==> config.mk <==
export PLATFORM = sky130hd
export DESIGN_NAME = fir_seq_ctrl
export DESIGN_NICKNAME = d
export VERILOG_FILES = /design/src/rtl/fir_ctrl_pkg.sv /design/src/rtl/fir_tap_addr_gen.sv /design/src/rtl/fir_seq_ctrl.sv
export SDC_FILE = /design/constraint.sdc
export NUM_CORES = 1
export LEC_CHECK = 0
export ABC_CLOCK_PERIOD_IN_PS = 8300
export CORE_UTILIZATION = 35
export CTS_CLUSTER_DIAMETER = 30
export DETAILED_ROUTE_END_ITERATION = 6
export PLACE_DENSITY = 0.57
export RECOVER_POWER = 25
export SLEW_MARGIN = 20
export SYNTH_ARGS = -nofsm -noshare
export SYNTH_HDL_FRONTEND = slang
export SYNTH_SLANG_ARGS = --single-unit
==> constraint.sdc <==
create_clock -name Clk -period 8.3 [get_ports Clk]
set_input_delay 1.66 -clock Clk [delete_from_list [all_inputs] [get_ports Clk]]
set_output_delay 1.66 -clock Clk [all_outputs]
set_load 0.005 [all_outputs]
==> src/rtl/fir_ctrl_pkg.sv <==
// Shared types and constants for the symmetric 29-tap FIR sequencer.
package fir_ctrl_pkg;
   localparam int NTAPS   = 29;
   localparam int NCOEF   = 15;
   localparam int MAC_LAT = 2;
   localparam int PTR_W   = 5;

   typedef enum logic [1:0] {
      LOAD  = 2'd0,
      IDLE  = 2'd1,
      MAC   = 2'd2,
      DRAIN = 2'd3
   } state_t;
endpackage

==> src/rtl/fir_tap_addr_gen.sv <==
// Delay-line read addresses and validity for one tap of the folded FIR.
module fir_tap_addr_gen
   import fir_ctrl_pkg::*;
(
   input  logic [PTR_W-1:0] N,
   input  logic [3:0]       Tap,
   input  logic [PTR_W-1:0] FillCnt,
   output logic [PTR_W-1:0] RdPtrA,
   output logic [PTR_W-1:0] RdPtrB,
   output logic             RdValidA,
   output logic             RdValidB,
   output logic             MacPair
);

   logic [PTR_W-1:0] age_a;
   logic [PTR_W-1:0] age_b;

   // Ages are counted back from the newest sample N; the centre tap reads one sample once.
   always_comb begin
      if (Tap == 4'(NCOEF)) begin
         age_a   = PTR_W'((NTAPS - 1) / 2);
         age_b   = PTR_W'((NTAPS - 1) / 2);
         MacPair = 1'b0;
      end else begin
         age_a   = PTR_W'(Tap) - PTR_W'(1);
         age_b   = PTR_W'(NTAPS) - PTR_W'(Tap);
         MacPair = 1'b1;
      end
   end

   assign RdPtrA   = N - age_a;
   assign RdPtrB   = N - age_b;
   assign RdValidA = (age_a < FillCnt);
   assign RdValidB = (age_b < FillCnt);

endmodule

==> src/rtl/fir_seq_ctrl.sv <==
// Sequencer for a folded symmetric FIR: coefficient load, sample accept, 15-tap MAC, drain.
module fir_seq_ctrl
   import fir_ctrl_pkg::*;
(
   input  logic             Clk,
   input  logic             Reset,
   input  logic             PushIn,
   output logic             StopIn,
   input  logic             PushCoef,
   input  logic [4:0]       CoefAddr,
   output logic             CoefWe,
   output logic [3:0]       CoefWAddr,
   output logic             SampWe,
   output logic [PTR_W-1:0] WrPtr,
   output logic [3:0]       TapAddr,
   output logic [PTR_W-1:0] RdPtrA,
   output logic [PTR_W-1:0] RdPtrB,
   output logic             RdValidA,
   output logic             RdValidB,
   output logic             MacEn,
   output logic             MacClr,
   output logic             MacPair,
   output logic             PushOut,
   output logic             CoefErr,
   output state_t           StateDbg,
   output logic [PTR_W-1:0] FillCnt
);

   state_t           state;
   logic             stop_in;
   logic [3:0]       tap;
   logic [PTR_W-1:0] n;
   logic [PTR_W-1:0] wr_ptr;
   logic [PTR_W-1:0] fill_cnt;
   logic [1:0]       drain_cnt;
   logic [NCOEF-1:0] mask;
   logic             coef_err;
   logic             coef_we;
   logic [3:0]       coef_waddr;
   logic             coef_legal;
   logic [NCOEF-1:0] coef_bit;
   logic [PTR_W-1:0] gen_ptr_a, gen_ptr_b;
   logic             gen_valid_a, gen_valid_b, gen_pair;
   logic             in_mac;

   // Upstream handshake: a sample transfers in any cycle where PushIn=1 and StopIn=0;
   // PushIn while StopIn=1 has no effect and the sample must be re-presented.
   assign coef_legal = PushCoef && (CoefAddr != 5'd0) && !CoefAddr[4] &&
                       (state == LOAD || state == IDLE);
   assign coef_bit   = NCOEF'(1) << (CoefAddr[3:0] - 4'd1);

   always_ff @(posedge Clk) begin
      if (Reset) begin
         state      <= LOAD;
         stop_in    <= 1'b1;
         tap        <= '0;
         n          <= '0;
         wr_ptr     <= '0;
         fill_cnt   <= '0;
         drain_cnt  <= '0;
         mask       <= '0;
         coef_err   <= 1'b0;
         coef_we    <= 1'b0;
         coef_waddr <= '0;
      end else begin
         coef_we <= coef_legal;
         if (coef_legal)
            coef_waddr <= CoefAddr[3:0];
         if (PushCoef && !coef_legal)
            coef_err <= 1'b1;

         case (state)
            LOAD: begin
               if (coef_legal)
                  mask <= mask | coef_bit;
               if (mask == '1 && !PushCoef) begin
                  state   <= IDLE;
                  stop_in <= 1'b0;
               end
            end
            IDLE: begin
               if (PushIn) begin
                  n       <= wr_ptr;
                  wr_ptr  <= wr_ptr + PTR_W'(1);
                  if (fill_cnt != PTR_W'(NTAPS))
                     fill_cnt <= fill_cnt + PTR_W'(1);
                  tap     <= 4'd1;
                  state   <= MAC;
                  stop_in <= 1'b1;
               end
            end
            MAC: begin
               if (tap == 4'(NCOEF)) begin
                  state     <= DRAIN;
                  drain_cnt <= '0;
               end else begin
                  tap <= tap + 4'd1;
               end
            end
            DRAIN: begin
               if (drain_cnt == 2'(MAC_LAT - 1)) begin
                  state   <= IDLE;
                  stop_in <= 1'b0;
               end else begin
                  drain_cnt <= drain_cnt + 2'd1;
               end
            end
            default: state <= LOAD;
         endcase
      end
   end

   fir_tap_addr_gen u_addr_gen (
      .N        (n),
      .Tap      (tap),
      .FillCnt  (fill_cnt),
      .RdPtrA   (gen_ptr_a),
      .RdPtrB   (gen_ptr_b),
      .RdValidA (gen_valid_a),
      .RdValidB (gen_valid_b),
      .MacPair  (gen_pair)
   );

   assign in_mac    = (state == MAC);
   assign StopIn    = stop_in;
   assign SampWe    = PushIn && !stop_in;
   assign WrPtr     = wr_ptr;
   assign FillCnt   = fill_cnt;
   assign CoefWe    = coef_we;
   assign CoefWAddr = coef_waddr;
   assign CoefErr   = coef_err;
   assign StateDbg  = state;
   assign MacEn     = in_mac;
   assign MacClr    = in_mac && (tap == 4'd1);
   assign TapAddr   = in_mac ? tap : 4'd0;
   assign RdPtrA    = in_mac ? gen_ptr_a : '0;
   assign RdPtrB    = in_mac ? gen_ptr_b : '0;
   assign RdValidA  = in_mac && gen_valid_a;
   assign RdValidB  = in_mac && gen_valid_b;
   assign MacPair   = in_mac && gen_pair;
   assign PushOut   = (state == DRAIN) && (drain_cnt == 2'(MAC_LAT - 1));

endmodule

==> flow_summary.json <==
{
  "ios": 49,
  "p_leak_nw": 1.28,
  "coreArea_um2": 7410,
  "clkLatencyLatePin_ns": 0.29,
  "clock_sinks": 45,
  "multi_input_area_um2": 1670,
  "start_kind": "flip-flop",
  "dieArea_um2": 8150,
  "synth_cells": 331,
  "area_delta_synth_final_pct": 24.4,
  "synthesis.area_um2": 2730,
  "timing.rr.start": "StateDbg[0]$_SDFFE_PP0P_",
  "place_inst": 466,
  "cts_buffer_depth": 2,
  "place_congestion": 0.815,
  "regArea_um2": 901,
  "reg2reg_slack_ns": 6.12,
  "hold_path.class": "flip-flop to flip-flop",
  "status": "finished, violations left",
  "hold_end": "CoefWAddr[1]$_SDFFE_PP0P_",
  "synth_seq_cells": 45,
  "synthFlopType": "dfxtp_1",
  "criticalPathCategory": "flip-flop to output pin",
  "r2r_end": "StateDbg[0]$_SDFFE_PP0P_",
  "die_x_um": 90.3,
  "avgRoutedWirePerCell_um": 13.2,
  "grtUsageTotal_pct": 15.9,
  "rsz0062_at_grt": "no",
  "cp.required_ns": 6.64,
  "h-tree-depth": 2,
  "end_kind": "output pin",
  "worst_pin_slew_ns": 1.83,
  "cts_buffers": 5,
  "min_path_cells": 2,
  "clk_pin_slew_worst_paths_ns": 0.08,
  "antenna_found_initial": 0,
  "synth_cell_types": 52,
  "instances_no_fill": 474,
  "finalPower_uw": 539,
  "overflow": 0,
  "cp_max_fo": 8,
  "drt_iter0_drc": 70,
  "r2r_cells": 6,
  "cts_tree": "built",
  "hold_violations": 0,
  "fin_nets": 417,
  "drive_gt1_share_pct": 3.47,
  "final_cell_mix": "45 x dfxtp_1, 44 x nor2_1, 41 x clkdlybuf4s50_1, 34 x nand2_1, 32 x ha_1",
  "rows": 31,
  "diodes": 0,
  "wirelength_um": 6270,
  "tns_ns": 0,
  "yosys_warnings": 0,
  "routed_via_density": 5.09,
  "placed_area_um2": 3280,
  "worstPathArrival_ns": 3.23,
  "period_share_pct": 59.0,
  "synthTopCellsByArea": "dfxtp_1 33%, ha_1 15%, nor2_1 6.1%",
  "numPortBuffers": 48,
  "yosys.area.top_type": "dfxtp_1",
  "post_cts_buffers": 0,
  "die-height_um": 90.3,
  "grt_first_pass_wirelength_um": 10700,
  "violations": "max-capacitance violations, max-slew violations",
  "ant_nets": 0,
  "drc": 0,
  "postCtsHoldBufs": 0,
  "hpwl_um": 4750,
  "cts-resized-gates": 0,
  "cap_violations": 1,
  "dr.pass1.iters": 4,
  "first_global_vias": 2246,
  "ys_seq_area_share_pct": 33.0,
  "vias": 2413,
  "ys_async_sr_fraction_pct": 0,
  "powerDensity_nw_per_um2": 159,
  "synth.top_cell.area_share_pct": 33.0,
  "postLayoutCellArea_um2": 3390,
  "layout_commonest_cell": "dfxtp_1",
  "start_util_pct": 36.8,
  "fin_skew_ns": 0.00504,
  "slew_headroom_pct": -21.9,
  "synth_edf_count": 0,
  "finalCriticalPeriod_ns": 4.89,
  "nFillCells": 741,
  "syn-num-nets": 374,
  "avgSynthCellArea_um2": 8.24,
  "hp-start": "CoefWAddr[1]$_SDFFE_PP0P_",
  "max_freq_mhz": 204,
  "setup_viol": 0,
  "slew_violations": 43,
  "grt_max_degree": 43,
  "root_buffer": "clkbuf_8",
  "peakVddDrop_mv": 0.109
}
stage by stage:
| stage | util (%) | setup WS (ns) | hold slack, ns |
|---|---|---|---|
| 5_1_grt | 45.8 | 3.09 | 0.473 |
| 4_1_cts | 45.8 | 3.39 | 0.462 |
| 2_1_floorplan | - | 4.42 | 0.432 |
| 6_report | 45.8 | 3.41 | 0.459 |
| 3_3_place_gp | 44.2 | 3.77 | 0.447 |
| 3_5_place_dp | 44.2 | 3.73 | 0.450 |
sequential cells by signal (all words and copies together) (netlist names):
name and count:
mask 15, FillCnt 5, WrPtr 5, n 5
CoefWAddr 4, tap 4, StateDbg 2, drain_cnt 2
CoefErr 1, CoefWe 1, StopIn 1
Yosys cell counts, types with 8 or more instances:
| cell | n |
|---|---|
| ha_1 | 32 |
| a21oi_1 | 24 |
| o21ai_0 | 8 |
| nor2b_1 | 8 |
| inv_1 | 25 |
| dfxtp_1 | 45 |
| nand4_1 | 9 |
| nand2_1 | 34 |
| a31oi_1 | 8 |
| xor2_1 | 9 |
| nor2_1 | 44 |
layout make-up:
| type | instances | share of cell area, % |
|---|---|---|
| multi-input cells | 248 | 49.3 |
| inverters | 25 | 2.77 |
| clock inverters | 1 | 0.886 |
| flip-flops and latches | 45 | 26.6 |
| clock buffers | 7 | 2.55 |
| well taps | 99 | 3.65 |
| repair buffers | 49 | 14.3 |
critical path: stages (launching register included):
cell and delay (ns):
dfxtp_1 0.51, ha_1 0.31, and3_1 0.25, nor2_1 0.08, ha_1 0.22, fa_1 0.40
nand2b_1 0.16, a21boi_0 0.21, nor3_1 0.08, nor3b_1 0.19, clkdlybuf4s50_1 0.53
kinds of logic (layout without fill, tap and decap cells):
logic type | Yosys count | in the layout | share of synthesized area [%]
flops | 45 | 45 | 33.0
buf+inv | 38 | 82 | 5.64
compound gates | 67 | 67 | 15.7
xor+xnor | 15 | 15 | 4.82
simple gates | 129 | 129 | 23.5
fa+ha+maj | 34 | 34 | 16.2
mux | 3 | 3 | 1.19
worst max path at each step:
| stage | start | endpoint | cells after the start |
|---|---|---|---|
| after floorplan | tap[1]$_SDFFE_PP0P_ | RdPtrA[4] | 9 |
| after global placement | tap[1]$_SDFFE_PP0P_ | RdPtrA[4] | 10 |
| after detailed placement | tap[1]$_SDFFE_PP0P_ | RdPtrA[4] | 10 |
| after CTS | tap[1]$_SDFFE_PP0P_ | RdPtrA[4] | 10 |
| after global routing | tap[1]$_SDFFE_PP0P_ | RdPtrA[4] | 10 |
| final | tap[1]$_SDFFE_PP0P_ | RdPtrA[4] | 10 |
layer usage:
| metal | up-vias | GRT usage (%) | wire length (um) |
|---|---|---|---|
| li1 | 1232 | - | - |
| met1 | 1135 | 21.7 | 3210 |
| met2 | 42 | 25.7 | 2830 |
| met3 | 4 | 2.95 | 176 |
| met4 | 0 | 4.57 | 53 |
| met5 | - | 0 | 0 |
where the power goes:
part	internal, mW	leakage [nW]	switching [mW]	total (mW)
Combinational	0.0612	0.855	0.0608	0.122
Clock	0.0982	0.0585	0.0745	0.173
Sequential	0.229	0.364	0.0151	0.244
Total	0.388	1.28	0.150	0.539
(Power assumes the default switching activity.)
==> RTL edit 1: new RTL, same flow settings <==
Reset style: asynchronous (`Reset`), changed in one clocked block.
--- a/src/rtl/fir_seq_ctrl.sv
+++ b/src/rtl/fir_seq_ctrl.sv
@@ -49,7 +49,7 @@
                        (state == LOAD || state == IDLE);
    assign coef_bit   = NCOEF'(1) << (CoefAddr[3:0] - 4'd1);
 
-   always_ff @(posedge Clk) begin
+   always_ff @(posedge Clk or posedge Reset) begin
       if (Reset) begin
          state      <= LOAD;
          stop_in    <= 1'b1;
Check against the original RTL: differs if Reset is asserted again (counterexample within 4 cycles, from zero or initial values and one cycle with Reset high); with Reset held inactive, the same outputs for 10 cycles.
==> RTL edit 1 against the unedited design <==
  * The run still ends with capacitance limit, slew limit left
  * Worst setup slack worse by 0.048 ns
  * Sequential cell count stayed put
  * Synthesized cell count is 15% lower
  * Synthesized area is 4.4% higher
  * Cell area is 4.2% higher
  * Routed wire length is 2.9% higher
  * Largest cell class unchanged
  * Highest routed layer unchanged
Power is not compared: it rests on default switching activity, and its combinational part moved more than twofold at a synthesized area within 25%.
==> RTL edit 1: results (changes against the unedited design) <==
hold_ws_ns: 0.461  # +0.00201 ns
seq_area_frac_synth: 0.396  # +0.0658
gp_congestion: 0.779  # -4.4%
slew_violations: 46  # +7.0%
drtIter0Drc: 107  # +53%
seq_area_frac: 0.319  # +0.0535
p_per_area_nw_per_um2: 358
r2r_slack_ns: 6.01  # -0.11 ns
synth_nets: 325  # -13%
r2r_end: "StateDbg[1]"
multi_input_area_share: 0.447  # -0.0459
dp_hpwl_mm: 4.88  # +2.6%
portBuffers: 48  # unchanged
inverters: 26  # +4.0%
maxCapViolations: 1  # unchanged
track_usage: 0.167  # +0.00730
dpl_cell_area_um2: 3420  # +4.3%
layout.nonclk_buf_frac: 0.137  # -0.00572
dp.cells: 424  # -9.0%
drive_above_1_share: 0.0758  # +0.0411
cts_hold_buf: 0  # unchanged
ys_types: 51  # -1.9%
r2r_start: "StateDbg[0]"
tapCellCount: 102  # +3.0%
vias: 2142  # -11%
hp-start: "mask[0]"
violations: "capacitance limit, slew limit"
grt_util_met1: 0.238  # +0.0213
route.met3.wl_um: 252  # +43%
fillerInstances: 770  # +3.9%
wl_met2_mm: 2.80  # -1.1%
seq_cell_count: 45  # unchanged
slew-limit-headroom: -0.631  # -0.412
use_met3: 0.0323  # +0.00288
status: "finished with violations"
fmax_ghz: 0.202  # -0.97%
routedWlPerCell_um: 14.9  # +13%
async_reset_ff_frac: 1.00  # +1.00
worstHoldPathCells: 1  # -1
critical_path_arrival_ns: 3.28  # +0.05 ns
grt_pass1_vias: 2231  # -0.67%
dp_worst_setup_slack_ns: 3.67  # -0.0678 ns
synth_commonest_cells: "dfrtp_1 (44), ha_1 (32), inv_1 (26)"
holdPathEnd: "mask[0]"
synth_area_leaders: "dfrtp_1 (39%), ha_1 (14%), inv_1 (3.4%)"
wirelength_met1_mm: 3.32  # +3.3%
clk_share: 0.0329  # -0.00137
grt.met2_usage: 0.254  # -0.00264
grt_pass1_wl_mm: 11.2  # +4.5%
instances_no_fill: 432  # -8.9%
startpoint: "tap[1]"
grt_max_degree: 46  # +7.0%
fin_skew_ns: 0.00838  # +0.00333 ns
[RTL edit 1: kinds of logic (layout without fill, tap and decap cells)]
kind of cell	Yosys count	in the layout	synth area share
AO/OA/AOI/OAI	61	61	0.160
XOR/XNOR	14	14	0.0431
adder cells (fa/ha/maj)	34	34	0.155
buffers and inverters	35	83	0.0488
flip-flops	45	45	0.396
multiplexers	9	9	0.0361
AND/OR/NAND/NOR	84	84	0.161
[RTL edit 1: critical path: stages, from the launching register on]
cell and delay (ns):
dfrtp_1 0.54, ha_1 0.27, and3_1 0.24, nor2_1 0.09, ha_1 0.23, fa_1 0.40, nand2b_1 0.16, a21boi_0 0.23
nor3_1 0.08, nor3b_1 0.21, clkdlybuf4s50_1 0.54
[RTL edit 1: power by group]
group	total [mW]	internal (mW)	switching [mW]
clock	0.171	0.0982	0.0725
combinational	0.695	0.374	0.322
sequential	0.399	0.306	0.0926
total	1.26	0.778	0.487
==> RTL edit 2: new RTL, config.mk and constraints unchanged <==
Without the edit above. `PTR_W`: 5 -> 6.
--- a/src/rtl/fir_ctrl_pkg.sv
+++ b/src/rtl/fir_ctrl_pkg.sv
@@ -3,7 +3,7 @@
    localparam int NTAPS   = 29;
    localparam int NCOEF   = 15;
    localparam int MAC_LAT = 2;
-   localparam int PTR_W   = 5;
+   localparam int PTR_W   = 6;
 
    typedef enum logic [1:0] {
       LOAD  = 2'd0,
Ports: changed (resized FillCnt, RdPtrA, RdPtrB and WrPtr); port bits go from 49 to 53. No check against the original RTL was run, so the function may have changed too.
==> RTL edit 2 against the unedited design <==
  * The flow still finishes with violations (capacitance limit, slew limit)
  * Worst setup slack improved by 0.051 ns
  * Clock power decreased by 17%
  * Sequential cell count increased by 3
  * Cell area increased by 5.4%
  * Routed wire length increased by 5.4%
  * Synthesized area increased by 5.4%
  * Total power increased by 4.1%
  * Cell count increased by 6.5%
  * Sequential share of layout area increased by 0.32 points
  * Critical endpoint is now RdPtrA[5]
  * Largest power group unchanged
==> RTL edit 2: results (changes against the unedited design) <==
status: "finished with violations"
violations: "capacitance limit, slew limit"
slew-limit-headroom: -0.351  # -0.132
critical_path_arrival_ns: 3.18  # -0.05 ns
grt_pass1_wl_mm: 11.3  # +5.3%
final_nets: 447  # +7.2%
seq_area_frac_synth: 0.334  # +0.00407
syn_avg_cell_area_um2: 8.14  # -1.2%
fillerInstances: 815  # +10%
use_met3: 0.0378  # +0.00831
power.leakage_nw: 1.44  # +13%
critical_path.top_delay_family: "buffers and inverters"
fin_skew_ns: 0.00502  # -0.0000222 ns
dp_hpwl_mm: 5.05  # +6.2%
slew_violations: 49  # +14%
dpl_cell_area_um2: 3480  # +6.3%
dp.cells: 497  # +6.7%
maxCapViolations: 1  # unchanged
crit_fanout: 8  # unchanged
grt_max_degree: 49  # +14%
synth_commonest_cells: "nor2_1 (53), dfxtp_1 (48), ha_1 (34)"
drtIter0Drc: 83  # +19%
synth-main-ff-cell: "dfxtp_1"
grt_pass1_vias: 2362  # +5.2%
multiInputGateArea_um2: 1770  # +5.6%
drive_above_1_share: 0.0223  # -0.0123
irDropWorstVdd_uv: 87.0  # -20%
synth_nets: 398  # +6.4%
track_usage: 0.164  # +0.00423
worstHoldPathCells: 2  # unchanged
instances_no_fill: 505  # +6.5%
portBuffers: 52  # +8.3%
cts_made_buffers: 5  # unchanged
grt_util_met1: 0.215  # -0.00125
vias_per_cell: 4.96  # -2.6%
ys_types: 45  # -13%
routedWlPerCell_um: 13.1  # -1.0%
gp_congestion: 0.828  # +1.6%
dp_worst_setup_slack_ns: 3.77  # +0.0363 ns
grt.met2_usage: 0.270  # +0.0134
synth_area_leaders: "dfxtp_1 (33%), ha_1 (15%), nor2_1 (6.9%)"
RTL edit 2: final cells by class:
cell class,instances,share of cell area
Clock buffer,7,0.0242
Timing Repair Buffer,53,0.147
Inverter,27,0.0284
Multi-Input combinational cell,267,0.494
Clock inverter,1,0.00210
Tap cell,102,0.0357
Sequential cell,48,0.269
RTL edit 2: final timing paths:
check	startpoint	end	slack (ns)
hold reg to reg	n[0]	n[0]	0.47
setup reg to reg	StateDbg[1]	mask[0]	6.12
hold / removal	n[0]	n[0]	0.47
setup / recovery	tap[2]	RdPtrA[5]	3.46
RTL edit 2: layer usage:
layer,share of wire,wire [um]
met1,0.49,3240
met2,0.45,2990
met3,0.048,320
met4,0.0089,59
met5,0,0
RTL edit 2: cell families (layout without fill, tap and decap cells):
logic type | count (synthesis) | count (layout) | synth area share
AO/OA/AOI/OAI | 70 | 70 | 0.152
AND/OR/NAND/NOR | 139 | 139 | 0.233
flip-flops | 48 | 48 | 0.334
adder cells (fa/ha/maj) | 36 | 36 | 0.162
buffers and inverters | 38 | 88 | 0.0510
XOR/XNOR | 20 | 20 | 0.0610
multiplexers | 2 | 2 | 0.00697
RTL edit 2: report_power, final:
| part | total (mW) | switching, mW | internal, mW |
|---|---|---|---|
| Clock | 0.144 | 0.0766 | 0.0678 |
| Combinational | 0.161 | 0.0873 | 0.0733 |
| Sequential | 0.256 | 0.0140 | 0.242 |
| Total | 0.561 | 0.178 | 0.383 |
RTL edit 2: worst register-to-register path, stage by stage, from the launching register on:
cell and delay [ns]:
dfxtp_1 0.35, inv_1 0.13, ha_1 0.30, o211ai_1 0.16, nor4b_1 0.90, a21oi_1 0.17, nor2_1 0.11
